$ cat src/rtl/svga_timing_gen.sv
// svga_timing_gen
// Pixel-clock timing generator for an 800x600@60 Hz SVGA output path.
// Produces registered h/v sync, blanking, display enable, raw pixel
// coordinates and line/frame start strobes, all decoded from one position
// so they stay mutually aligned.
//
// Ports:
//   clk_svga    in   pixel clock, rising edge
//   rst         in   synchronous active-high reset
//   ce          in   clock enable; position advances only when ce=1
//   hsync       out  horizontal sync, active level HSYNC_POL
//   vsync       out  vertical sync, active level VSYNC_POL
//   hblank      out  1 when x >= H_ACTIVE
//   vblank      out  1 when y >= V_ACTIVE
//   de          out  display enable (~hblank & ~vblank)
//   x           out  horizontal position 0..H_TOTAL-1 (not clamped)
//   y           out  vertical position 0..V_TOTAL-1 (not clamped)
//   line_start  out  one-clock strobe when x = 0
//   frame_start out  one-clock strobe when x = 0 and y = 0
module svga_timing_gen #(
    parameter int H_ACTIVE  = 800,
    parameter int H_FP      = 40,
    parameter int H_SYNC    = 128,
    parameter int H_BP      = 88,
    parameter int V_ACTIVE  = 600,
    parameter int V_FP      = 1,
    parameter int V_SYNC    = 4,
    parameter int V_BP      = 23,
    parameter bit HSYNC_POL = 1'b1,
    parameter bit VSYNC_POL = 1'b1
) (
    input  logic        clk_svga,
    input  logic        rst,
    input  logic        ce,
    output logic        hsync,
    output logic        vsync,
    output logic        hblank,
    output logic        vblank,
    output logic        de,
    output logic [10:0] x,
    output logic [9:0]  y,
    output logic        line_start,
    output logic        frame_start
);

    localparam int H_TOTAL = H_ACTIVE + H_FP + H_SYNC + H_BP;
    localparam int V_TOTAL = V_ACTIVE + V_FP + V_SYNC + V_BP;

    localparam logic [10:0] H_LAST_C     = 11'(H_TOTAL - 1);
    localparam logic [10:0] H_BLANK_C    = 11'(H_ACTIVE);
    localparam logic [10:0] H_SYNC_BEG_C = 11'(H_ACTIVE + H_FP);
    localparam logic [10:0] H_SYNC_END_C = 11'(H_ACTIVE + H_FP + H_SYNC - 1);
    localparam logic [9:0]  V_LAST_C     = 10'(V_TOTAL - 1);
    localparam logic [9:0]  V_BLANK_C    = 10'(V_ACTIVE);
    localparam logic [9:0]  V_SYNC_BEG_C = 10'(V_ACTIVE + V_FP);
    localparam logic [9:0]  V_SYNC_END_C = 10'(V_ACTIVE + V_FP + V_SYNC - 1);

    // Position to be presented on the next enabled edge.
    logic [10:0] h_next_q, h_next_d;
    logic [9:0]  v_next_q, v_next_d;

    logic        hsync_q, hsync_d;
    logic        vsync_q, vsync_d;
    logic        hblank_q, hblank_d;
    logic        vblank_q, vblank_d;
    logic        de_q, de_d;
    logic [10:0] x_q, x_d;
    logic [9:0]  y_q, y_d;
    logic        line_start_q, line_start_d;
    logic        frame_start_q, frame_start_d;

    // Decode of the pending position; registered on the enabled edge.
    logic h_blank_dec, v_blank_dec, h_sync_dec, v_sync_dec;
    logic h_wrap, v_wrap;

    assign h_blank_dec = (h_next_q >= H_BLANK_C);
    assign v_blank_dec = (v_next_q >= V_BLANK_C);
    assign h_sync_dec  = (h_next_q >= H_SYNC_BEG_C) && (h_next_q <= H_SYNC_END_C);
    assign v_sync_dec  = (v_next_q >= V_SYNC_BEG_C) && (v_next_q <= V_SYNC_END_C);
    assign h_wrap      = (h_next_q == H_LAST_C);
    assign v_wrap      = (v_next_q == V_LAST_C);

    always_comb begin
        h_next_d      = h_next_q;
        v_next_d      = v_next_q;
        hsync_d       = hsync_q;
        vsync_d       = vsync_q;
        hblank_d      = hblank_q;
        vblank_d      = vblank_q;
        de_d          = de_q;
        x_d           = x_q;
        y_d           = y_q;
        // Strobes drop on every non-enabled edge so they last one clock
        // regardless of the ce duty cycle.
        line_start_d  = 1'b0;
        frame_start_d = 1'b0;

        if (ce) begin
            x_d           = h_next_q;
            y_d           = v_next_q;
            hblank_d      = h_blank_dec;
            vblank_d      = v_blank_dec;
            de_d          = ~h_blank_dec & ~v_blank_dec;
            hsync_d       = h_sync_dec ? HSYNC_POL : ~HSYNC_POL;
            vsync_d       = v_sync_dec ? VSYNC_POL : ~VSYNC_POL;
            line_start_d  = (h_next_q == 11'd0);
            frame_start_d = (h_next_q == 11'd0) && (v_next_q == 10'd0);

            if (h_wrap) begin
                h_next_d = 11'd0;
                v_next_d = v_wrap ? 10'd0 : v_next_q + 10'd1;
            end else begin
                h_next_d = h_next_q + 11'd1;
            end
        end
    end

    always_ff @(posedge clk_svga) begin
        if (rst) begin
            h_next_q      <= 11'd0;
            v_next_q      <= 10'd0;
            hsync_q       <= ~HSYNC_POL;
            vsync_q       <= ~VSYNC_POL;
            hblank_q      <= 1'b1;
            vblank_q      <= 1'b1;
            de_q          <= 1'b0;
            x_q           <= 11'd0;
            y_q           <= 10'd0;
            line_start_q  <= 1'b0;
            frame_start_q <= 1'b0;
        end else begin
            h_next_q      <= h_next_d;
            v_next_q      <= v_next_d;
            hsync_q       <= hsync_d;
            vsync_q       <= vsync_d;
            hblank_q      <= hblank_d;
            vblank_q      <= vblank_d;
            de_q          <= de_d;
            x_q           <= x_d;
            y_q           <= y_d;
            line_start_q  <= line_start_d;
            frame_start_q <= frame_start_d;
        end
    end

    assign hsync       = hsync_q;
    assign vsync       = vsync_q;
    assign hblank      = hblank_q;
    assign vblank      = vblank_q;
    assign de          = de_q;
    assign x           = x_q;
    assign y           = y_q;
    assign line_start  = line_start_q;
    assign frame_start = frame_start_q;

endmodule
$ cat config.mk
export PLATFORM = sky130hd
export DESIGN_NAME = svga_timing_gen
export DESIGN_NICKNAME = d
export VERILOG_FILES = /design/src/rtl/svga_timing_gen.sv
export SDC_FILE = /design/constraint.sdc
export NUM_CORES = 1
export LEC_CHECK = 0
export ABC_AREA = 1
export BUFFER_PORTS_ARGS = -buffer_cell sky130_fd_sc_hd__buf_2
export CORE_MARGIN = 2
export CORE_UTILIZATION = 40
export DETAILED_ROUTE_END_ITERATION = 10
export HOLD_SLACK_MARGIN = 0.02
export SLEW_MARGIN = 40
export SYNTH_ARGS = -nofsm -noshare
export SYNTH_HDL_FRONTEND = slang
export SYNTH_SLANG_ARGS = --single-unit
$ cat constraint.sdc
create_clock -name clk_svga -period 4.7 [get_ports clk_svga]
set_clock_uncertainty 0.15 [all_clocks]
set_input_delay 1.41 -clock clk_svga [delete_from_list [all_inputs] [get_ports clk_svga]]
set_output_delay 1.41 -clock clk_svga [all_outputs]
set_load 0.02 [all_outputs]
== After elaboration in Yosys (flattened, before gate mapping) ==
Cells that the tools add are included.
Word-level totals
  bits of input ports: 3
  output and inout port bits: 28
  flip-flop bits (word level): 49
  logic and storage cells: 36
Cells by class
  reductions and logical operators: 7
  bitwise logic cells: 4
  order comparisons: 6
  eq/ne operators: 2
  mux-type cells: 4
  $add $sub $neg: 2
Operator list (number)
  >= comparator 11 x 10 -> 1 bit (second input constant): 2
  >= comparator 10 bit (second input constant): 2
  adder 11 x 1 -> 11 bit (second input constant): 1
  == test 11 bit (second input constant): 1
  less-or-equal comparator 11 x 10 -> 1 bit (second input constant): 1
  logical NOT 11 bit: 1
  2-to-1 mux 11 bit: 1
  adder 10 x 1 -> 10 bit (second input constant): 1
  == test 10 bit (second input constant): 1
  less-or-equal comparator 10 bit (second input constant): 1
  logical NOT 10 bit: 1
  2-to-1 mux 10 bit: 1
  logical AND 1 bit: 3
  inverter 1 bit: 3
  2-to-1 mux 1 bit: 2
  AND reduction 2 bit: 1
  OR reduction 2 bit: 1
  bitwise AND 1 bit: 1

== Logic depth before layout (Yosys ltp) ==
Gate-level depths: netlist of run 1.
  depth in word-level cells: 3
  depth in mapped cells: 10
  gate-level depth less buffers: 10

== Worst setup path before layout of run 1 ==
No wires, ideal clock.
  path type: input to register
  start point: in ce
  end point: reg h_next_q[9]
  cell stages on the path: 8
  path buffers: 1
  required time: 4.422 ns
  setup slack: 2.282 ns
  setup time: 0.128 ns
  arrival: 2.141 ns
  cells stage by stage: buf_4 -> inv_2 -> nor2_1 -> nand2_1 -> nor2_2 -> nand3_1 -> nand2_1 -> nor2_1
RTL lines
  from (decl): RTL line 34  | input logic ce,
  to (signal assigned): RTL line 132  | h_next_q <= h_next_d;
  to (decl): RTL line 59  | logic [10:0] h_next_q, h_next_d;

==> impl_metrics.json, run 1 <==
{
  "drcViolationCount": 0,
  "drive_gt1_frac": 0.171,
  "max_freq_mhz": 384,
  "netlist_instances": 305,
  "cp.required_ns": 4.76,
  "die_h_um": 79.1,
  "synth_warnings": 0,
  "hold_depth": 2,
  "synth_top_area_share": 0.435,
  "async_reset_ff_frac": 0,
  "ant_nets": 0,
  "cap_violations": 0,
  "startpoint_type": "primary input",
  "nets": 342,
  "routed-via-count": 2031,
  "synth_area_leader_cell": "dfxtp_1",
  "crit_arrival_ns": 2.66,
  "dr.first_iter.drc_count": 102,
  "yosys.cell_types.count": 28,
  "p_per_area_nw_per_um2": 316,
  "antenna_found_initial": 0,
  "worst_pin_slew_ns": 0.429,
  "grt_max_degree": 37,
  "synth_nets": 314,
  "status": "finished clean",
  "diodes": 0,
  "grt_pass1_wl_um": 8890,
  "critical_path_class": "in -> reg",
  "synth_edf_count": 0,
  "crit_fanout": 36,
  "root_buffer": "clkbuf_8",
  "grt_usage": 0.180,
  "clkLatencyLatePin_ns": 0.31,
  "via_per_inst": 5.00,
  "rows": 27,
  "first_pass_iters": 4,
  "syn2layout_area_growth_pct": 14.3,
  "clockBufferDepth": 2,
  "yosys-top-cells-area": "dfxtp_1 43%, nand2_1 9.8%, a21oi_1 8.0%",
  "die_width_um": 79.1,
  "slew_headroom": 0.714,
  "routed_wl_um": 5170,
  "ios": 31,
  "globalRoute.totalOverflow": 0,
  "cts-htree-levels": 2,
  "wl_per_cell_um": 12.7,
  "syn_avg_cell_area_sq_um": 7.40,
  "start_util": 0.412,
  "placed_cell_area_sq_um": 2460,
  "hold_viol": 0,
  "ys_seq_area_frac": 0.435,
  "clock-sinks": 49,
  "netlist_area_sq_um": 2260,
  "postCtsSetupBuffers": 0,
  "rsz0062_at_grt": "false",
  "dpl.hpwl_um": 3820,
  "tns_ns": 0,
  "r2r_cells": 8,
  "endpoint_kind": "register",
  "clk_pin_slew_worst_paths_ns": 0.09,
  "maxSlewViolCount": 0,
  "finalInstanceArea_sq_um": 2580,
  "leakage_nw": 1.04,
  "synth_seq_cells": 49,
  "core_sq_um": 5470,
  "cts_buffers": 5,
  "synthTopCellsByCount": "59 x nand2_1, 49 x dfxtp_1, 36 x a21oi_1",
  "die_area_sq_um": 6260,
  "ir_drop_v": 0.000183,
  "hp-class": "reg -> reg",
  "port_buffers": 30,
  "place.gp.congestion": 0.956,
  "cts_hold_buf": 0,
  "grt_pass1_vias": 1880,
  "period_minus_slack_ns": 2.60,
  "synth_most_common_cell": "nand2_1",
  "ys.flop_type": "dfxtp_1",
  "cts_repair_resize_count": 0,
  "final-setup-viol-count": 0,
  "tritoncts": "built",
  "finalCritPeriodShare": 0.553
}
-- state kept, by name, summed over array words and instances, names as in the netlist --
register	count
de	1
vblank	1
vsync	1
v_next_q	10
hblank	1
line_start	1
hsync	1
frame_start	1
y	10
h_next_q	11
x	11
-- worst max-delay path: stages --
cell     delay [ns]
buf_2          0.27
buf_4          0.37
nand2_2        0.15
inv_2          0.09
nand3_2        0.08
nor2_2         0.12
nand2_1        0.06
nand2_1        0.06
nor2_1         0.03
-- cell type report --
cell class	instances	area [sq um]
clock buffers	7	86.3
clock inverters	1	30.0
fillers	565	2900
inverters	33	124
multi-input cells	213	1110
flip-flops and latches	49	981
well taps	72	90.1
repair buffers	31	158
-- stage by stage --
step | total power, mW | instances | setup slack (ns) | utilization | hold slack, ns
floorplan | 0.490 | 305 | 2.28 | - | 0.325
global placement | 0.508 | 398 | 1.82 | 0.450 | 0.303
detailed placement | 0.509 | 398 | 1.77 | 0.450 | 0.308
CTS | 0.824 | 406 | 2.10 | 0.471 | 0.321
global route | 0.847 | 406 | 1.94 | 0.471 | 0.347
finish | 0.814 | 406 | 2.10 | 0.471 | 0.318
-- layer usage --
metal / global-route usage / part of all wire / up-vias
li1: - / - / 1063
met1: 0.225 / 0.47 / 931
met2: 0.303 / 0.49 / 29
met3: 0.0432 / 0.034 / 8
met4: 0.0638 / 0.011 / 0
met5: 0 / 0 / -
-- report_power, final --
| group | switching (mW) | internal, mW |
|---|---|---|
| registers | 0.00641 | 0.429 |
| logic | 0.0439 | 0.0191 |
| clock network | 0.142 | 0.174 |
| total | 0.192 | 0.621 |
-- placed cells by master, fill, tap and decap left out, drive strengths merged --
master and instances:
o211ai 2, nand2 62, a211oi 2, nand3 18, ha 6, nand3b 1, nor3 15, buf 31
xor2 3, o21ai 31, nor2 32, dfxtp 49, a21oi 36, o22ai 1, inv 33, nand4 4
bufinv 1, clkbuf 7
-- final timing paths --
| kind | startpoint | to | slack (ns) |
|---|---|---|---|
| hold reg to reg | x[3]$_SDFFE_PP0P_ | x[3]$_SDFFE_PP0P_ | 0.32 |
| setup / recovery | ce | h_next_q[10]$_SDFFE_PP0P_ | 2.10 |
| setup reg to reg | h_next_q[1]$_SDFFE_PP0P_ | v_next_q[2]$_SDFFE_PP0P_ | 3.03 |
| hold / removal | x[3]$_SDFFE_PP0P_ | x[3]$_SDFFE_PP0P_ | 0.32 |
-- logic make-up (layout without fill, tap and decap cells) --
logic type                 after synthesis  after routing  synth area share
and+or+nand+nor                        132            132             0.282
AOI/OAI and AO/OA                       72             72             0.165
DFF                                     49             49             0.435
buffers and inverters                   43             72            0.0738
adders and majority gates                6              6            0.0333
xor gates and xnor gates                 3              3            0.0116
(Power assumes the default switching activity.)
==> run 2: changes to the inputs <==
Settings changed: ABC_AREA 1 to 0.
Clock period 4.7 ns to 2.7 ns, I/O delays scaled along.
==> run 2 against run 1 <==
Via count shrank 15%. Synthesized area shrank 1.9%. First-iteration DRC count is the same. Highest routed layer unchanged. Design area shrank 3.4%. Non-clock buffer count grew 4. Largest power group unchanged. Critical path depth shrank 4.
==> impl_metrics.json, run 2 <==
{
  "status": "finished clean",
  "globalRoute.totalOverflow": 0,
  "netlist_area_sq_um": 2210,
  "max_freq_mhz": 410,
  "leakage_nw": 0.993,
  "crit_arrival_ns": 2.52,
  "cts_repair_resize_count": 0,
  "hold_viol": 0,
  "synthTopCellsByCount": "49 x dfxtp_1, 36 x nor2_1, 21 x mux2i_1, 14 x a21oi_1, 14 x clkbuf_1",
  "cts-htree-levels": 2,
  "nets": 280,
  "die_area_sq_um": 6140,
  "final-setup-viol-count": 0,
  "cp_cell_sequence": "ha_1 > nand3_1 > or4_4 > or4_1 > a21oi_1",
  "clockBufferDepth": 2,
  "fill_cells": 540,
  "synth_seq_cells": 49,
  "multi_input_comb_area_sq_um": 1110,
  "syn2layout_area_growth_pct": 12.6,
  "startpoint_type": "register",
  "tns_ns": 0,
  "first_pass_iters": 5,
  "grt_max_degree": 36,
  "place.gp.congestion": 0.826,
  "tritoncts": "built",
  "yosys-top-cells-area": "dfxtp_1 44%, mux2i_1 9.5%, nor2_1 6.1%",
  "clkLatencyLatePin_ns": 0.30,
  "ys.flop_type": "dfxtp_1",
  "dr.first_iter.drc_count": 102,
  "core_sq_um": 5440,
  "crit_fanout": 20,
  "via_per_inst": 5.01,
  "die_width_um": 78.4,
  "diodes": 0,
  "finalCritPeriodShare": 0.904,
  "yosys.cell_types.count": 39,
  "maxSlewViolCount": 0,
  "path_buf_inv": 0,
  "synth_warnings": 0,
  "synth_top_area_share": 0.443,
  "rsz0062_at_grt": "false",
  "synth_most_common_cell": "dfxtp_1",
  "dpl.hpwl_um": 3050,
  "postLayoutSetupSlackWorst_ns": 0.259,
  "wl_per_cell_um": 12.9,
  "rows": 27,
  "root_buffer": "clkbuf_8",
  "async_reset_ff_frac": 0,
  "dpl_worst_slack_ns": 0.135,
  "post-route-util": 0.458,
  "grt_pass1_wl_um": 7320,
  "port_buffers": 30,
  "final_cell_mix": "49 x dfxtp_1, 36 x nor2_1, 30 x buf_2",
  "synth_area_leader_cell": "dfxtp_1",
  "cts_hold_buf": 0,
  "cp_top_family": "simple AND/OR/NAND/NOR gates",
  "drive_gt1_frac": 0.180,
  "postCtsSetupBuffers": 0,
  "routed-via-count": 1725,
  "grt_pass1_vias": 1504,
  "critPathSlowestCell": "or4_4",
  "grt_usage": 0.149,
  "ff_latch_area_sq_um": 981,
  "endpoint_kind": "register",
  "synth_edf_count": 0,
  "ios": 31,
  "ir_drop_v": 0.000172,
  "cp.required_ns": 2.78,
  "slew_headroom": 0.688,
  "critical_path_class": "reg -> reg",
  "cts_buffers": 5,
  "period_minus_slack_ns": 2.44,
  "ant_nets": 0,
  "ys_seq_area_frac": 0.443,
  "worst_pin_slew_ns": 0.468,
  "start_util": 0.407,
  "routed_wl_um": 4440,
  "hp-class": "reg -> reg",
  "p_per_area_nw_per_um2": 488,
  "synth_nets": 256,
  "slowest_delay_ns": 0.66,
  "drcViolationCount": 0,
  "final_common_cell": "dfxtp_1",
  "die_h_um": 78.4,
  "cap_violations": 0,
  "netlist_instances": 247,
  "antenna_found_initial": 0,
  "clk_pin_slew_worst_paths_ns": 0.08,
  "syn_avg_cell_area_sq_um": 8.96,
  "clock-sinks": 49
}
-- run 2: changes by cell type after synthesis, sizes merged, moves of 5 or more --
cell	before	now
mux2i	0	21
nand2b	0	7
nand3	18	8
o21ai	31	5
nor3	15	5
a21oi	36	14
clkbuf	7	14
inv	33	11
xnor2	0	6
or4	0	7
or3	0	5
o31ai	0	5
nand2	62	10
-- run 2: power by group --
group          switching, mW  total (mW)  internal [mW]  leakage (nW)
Clock                  0.229       0.409          0.180        0.0450
Sequential           0.00601       0.736          0.730         0.396
Combinational         0.0412      0.0684         0.0272         0.552
-- run 2: routing by layer --
metal,GRT usage,wire [um],vias to the layer above
li1,-,-,907
met1,0.213,2250,775
met2,0.216,1900,38
met3,0.0414,232,5
met4,0.0544,55,0
met5,0,0,-
-- run 2: final cells by class --
| class | count | share of cell area |
|---|---|---|
| tap | 72 | 0.0362 |
| sequential | 49 | 0.394 |
| multi-input combinational | 169 | 0.445 |
| clock inverter | 2 | 0.00402 |
| timing repair buffer | 35 | 0.0754 |
| clock buffer | 6 | 0.0291 |
| inverter | 11 | 0.0166 |
-- run 2: stage by stage --
stage | power, mW | hold slack [ns] | instances | instance area, sq um
final | 1.21 | 0.323 | 344 | 2490
after global routing | 1.27 | 0.355 | 344 | 2490
after CTS | 1.23 | 0.330 | 344 | 2490
after detailed placement | 0.822 | 0.315 | 336 | 2410
after global placement | 0.823 | 0.321 | 336 | 2410
after floorplan | 0.804 | 0.324 | 247 | 2210
-- run 2: worst paths after layout --
| path | endpoint | start | slack [ns] | depth (start not counted) |
|---|---|---|---|---|
| worst min-delay path | hsync$_SDFFE_PP0P_ | hsync$_SDFFE_PP0P_ | 0.32 | 2 |
| worst max register to register | v_next_q[7]$_SDFFE_PP0P_ | h_next_q[1]$_SDFFE_PP0P_ | 0.26 | 5 |
| worst min register to register | hsync$_SDFFE_PP0P_ | hsync$_SDFFE_PP0P_ | 0.32 | 2 |
| worst max-delay path | v_next_q[7]$_SDFFE_PP0P_ | h_next_q[1]$_SDFFE_PP0P_ | 0.26 | 5 |
-- run 2: worst reg2reg max path: cells and delay by family (launching register included) --
family,cells,cell delay (ns)
and+or+nand+nor,3,1.33
adders and majority gates,1,0.30
AOI/OAI and AO/OA,1,0.16
DFF,1,0.45
-- run 2: kinds of logic after synthesis --
kind of cell,share of synthesized area
AND/OR/NAND/NOR,0.232
flip-flops,0.443
AO/OA/AOI/OAI,0.0990
buffers and inverters,0.0560
multiplexers,0.100
XOR/XNOR,0.0356
adder cells (fa/ha/maj),0.0339
==> run 3: changes to the inputs <==
--- a/config.mk
+++ b/config.mk
@@ -12,4 +12,5 @@
 export DETAILED_ROUTE_END_ITERATION = 10
 export HOLD_SLACK_MARGIN = 0.02
+export SKIP_CTS_REPAIR_TIMING = 1
 export SLEW_MARGIN = 40
 export SYNTH_ARGS = -nofsm -noshare
==> constraint.sdc (replaced) <==
create_clock -name clk_svga -period 2.7 [get_ports clk_svga]
set_clock_uncertainty 0.15 [all_clocks]
set_input_delay 0 -clock clk_svga [delete_from_list [all_inputs] [get_ports clk_svga]]
set_output_delay 0 -clock clk_svga [all_outputs]
set_load 0.02 [all_outputs]
==> run 3 against run 2 <==
Combinational power down 0.6%. Design area shrank 0.90%. Setup slack better by 0.0067 ns. Highest routed layer unchanged. Total power up 0.36%. Via count is 0.99% higher. Utilization shrank 0.41 points. Critical path depth unchanged. Worst hold slack worse by 0.26 ns. Die area unchanged. Sequential share of layout area rose by 0.36 points.
==> impl_metrics.json, run 3 (same netlist as run 2, synthesis figures left out) <==
{
  "wl_per_cell_um": 12.9,
  "startpoint_type": "register",
  "worstHoldEndpoint": "x[6]$_SDFFE_PP0P_",
  "p_per_area_nw_per_um2": 494,
  "leakage_nw": 0.980,
  "core_sq_um": 5440,
  "worst-r2r-setup-slack_ns": 0.27,
  "cp.required_ns": 2.78,
  "maxSlewViolCount": 0,
  "rows": 27,
  "crit_arrival_ns": 2.51,
  "place.gp.congestion": 0.778,
  "drive_gt1_frac": 0.171,
  "diodes": 0,
  "hold_viol": 0,
  "period_minus_slack_ns": 2.43,
  "cap_violations": 0,
  "cts-htree-levels": 2,
  "r2r_end": "v_next_q[8]$_SDFFE_PP0P_",
  "die_width_um": 78.4,
  "clk_pin_slew_worst_paths_ns": 0.09,
  "rsz0062_at_grt": "false",
  "globalRoute.totalOverflow": 0,
  "fill_cells": 544,
  "r2r_cells": 5,
  "crit_fanout": 20,
  "worstReg2RegStart": "h_next_q[1]$_SDFFE_PP0P_",
  "finalCritPeriodShare": 0.901,
  "syn2layout_area_growth_pct": 11.5,
  "endpoint_kind": "register",
  "dr.first_iter.drc_count": 91,
  "hp-start": "rst",
  "routed-via-count": 1742,
  "grt_usage": 0.157,
  "status": "finished clean",
  "total_power_mw": 1.22,
  "ant_nets": 0,
  "worst_pin_slew_ns": 0.661,
  "grt_pass1_vias": 1563,
  "via_per_inst": 5.11,
  "ir_drop_v": 0.000250,
  "tns_ns": 0,
  "clkLatencyLatePin_ns": 0.30,
  "ios": 31,
  "die_h_um": 78.4,
  "clockBufferDepth": 2,
  "critical_path_class": "reg -> reg",
  "hp-class": "in -> reg",
  "routed_wl_um": 4390,
  "slew_headroom": 0.559,
  "die_area_sq_um": 6140,
  "antenna_found_initial": 0,
  "port_buffers": 30,
  "grt_max_degree": 37,
  "first_pass_iters": 4,
  "final-setup-viol-count": 0,
  "cts_buffers": 5,
  "max_freq_mhz": 411,
  "grt_pass1_wl_um": 7710,
  "clock-sinks": 49,
  "final_common_cell": "dfxtp_1",
  "root_buffer": "clkbuf_8",
  "hold_depth": 2,
  "start_util": 0.407,
  "final_cell_mix": "49 x dfxtp_1, 36 x nor2_1, 30 x buf_2",
  "tritoncts": "built",
  "dpl.hpwl_um": 2950,
  "nets": 277,
  "drcViolationCount": 0
}
run 3: changes by cell type in the layout (fill, tap and decap cells not counted):
cell / delta
buf_4: -3
run 3: worst max-delay path by stage:
stage / from / endpoint / slack [ns] / cells after the start
2_1_floorplan: h_next_q[1]$_SDFFE_PP0P_ / v_next_q[5]$_SDFFE_PP0P_ / 0.43 / 6
3_3_place_gp: h_next_q[1]$_SDFFE_PP0P_ / v_next_q[9]$_SDFFE_PP0P_ / 0.35 / 5
3_5_place_dp: h_next_q[1]$_SDFFE_PP0P_ / v_next_q[8]$_SDFFE_PP0P_ / 0.27 / 5
4_1_cts: h_next_q[1]$_SDFFE_PP0P_ / v_next_q[8]$_SDFFE_PP0P_ / 0.25 / 5
5_1_grt: h_next_q[1]$_SDFFE_PP0P_ / v_next_q[5]$_SDFFE_PP0P_ / 0.09 / 5
6_report: h_next_q[1]$_SDFFE_PP0P_ / v_next_q[8]$_SDFFE_PP0P_ / 0.27 / 5
run 3: worst max-delay path, stage by stage, from the launching register on:
cell	delay, ns
dfxtp_1	0.42
ha_1	0.27
nand3_1	0.18
or4_4	0.67
or4_1	0.53
a21oi_1	0.14
run 3: final cells by class:
cell class | instances | area, sq um | area share
well taps | 72 | 90.1 | 0.0365
repair buffers | 32 | 165 | 0.0669
inverters | 11 | 41.3 | 0.0167
multi-input cells | 169 | 1110 | 0.449
clock inverters | 2 | 10.0 | 0.00406
flip-flops and latches | 49 | 981 | 0.398
clock buffers | 6 | 72.6 | 0.0294
run 3: per-layer routing:
metal	track usage	part of all wire
met1	0.228	0.51
met2	0.225	0.44
met3	0.0402	0.040
met4	0.0526	0.0055
met5	0	0
run 3: metrics by stage:
| stage | instances | hold WS (ns) | setup slack [ns] | instance area [sq um] | util |
|---|---|---|---|---|---|
| 2_1_floorplan | 247 | 0.189 | 0.430 | 2210 | - |
| 6_report | 341 | 0.0666 | 0.266 | 2470 | 0.454 |
| 4_1_cts | 341 | 0.0725 | 0.245 | 2470 | 0.454 |
| 3_5_place_dp | 333 | 0.267 | 0.268 | 2380 | 0.438 |
| 3_3_place_gp | 333 | 0.265 | 0.349 | 2380 | 0.438 |
| 5_1_grt | 341 | 0.0940 | 0.0918 | 2470 | 0.454 |
run 3: power breakdown:
group          total (mW)  internal (mW)  leakage (nW)  switching [mW]
sequential          0.736          0.730         0.396         0.00522
combinational      0.0680         0.0262         0.539          0.0419
clock               0.415          0.180        0.0450           0.235
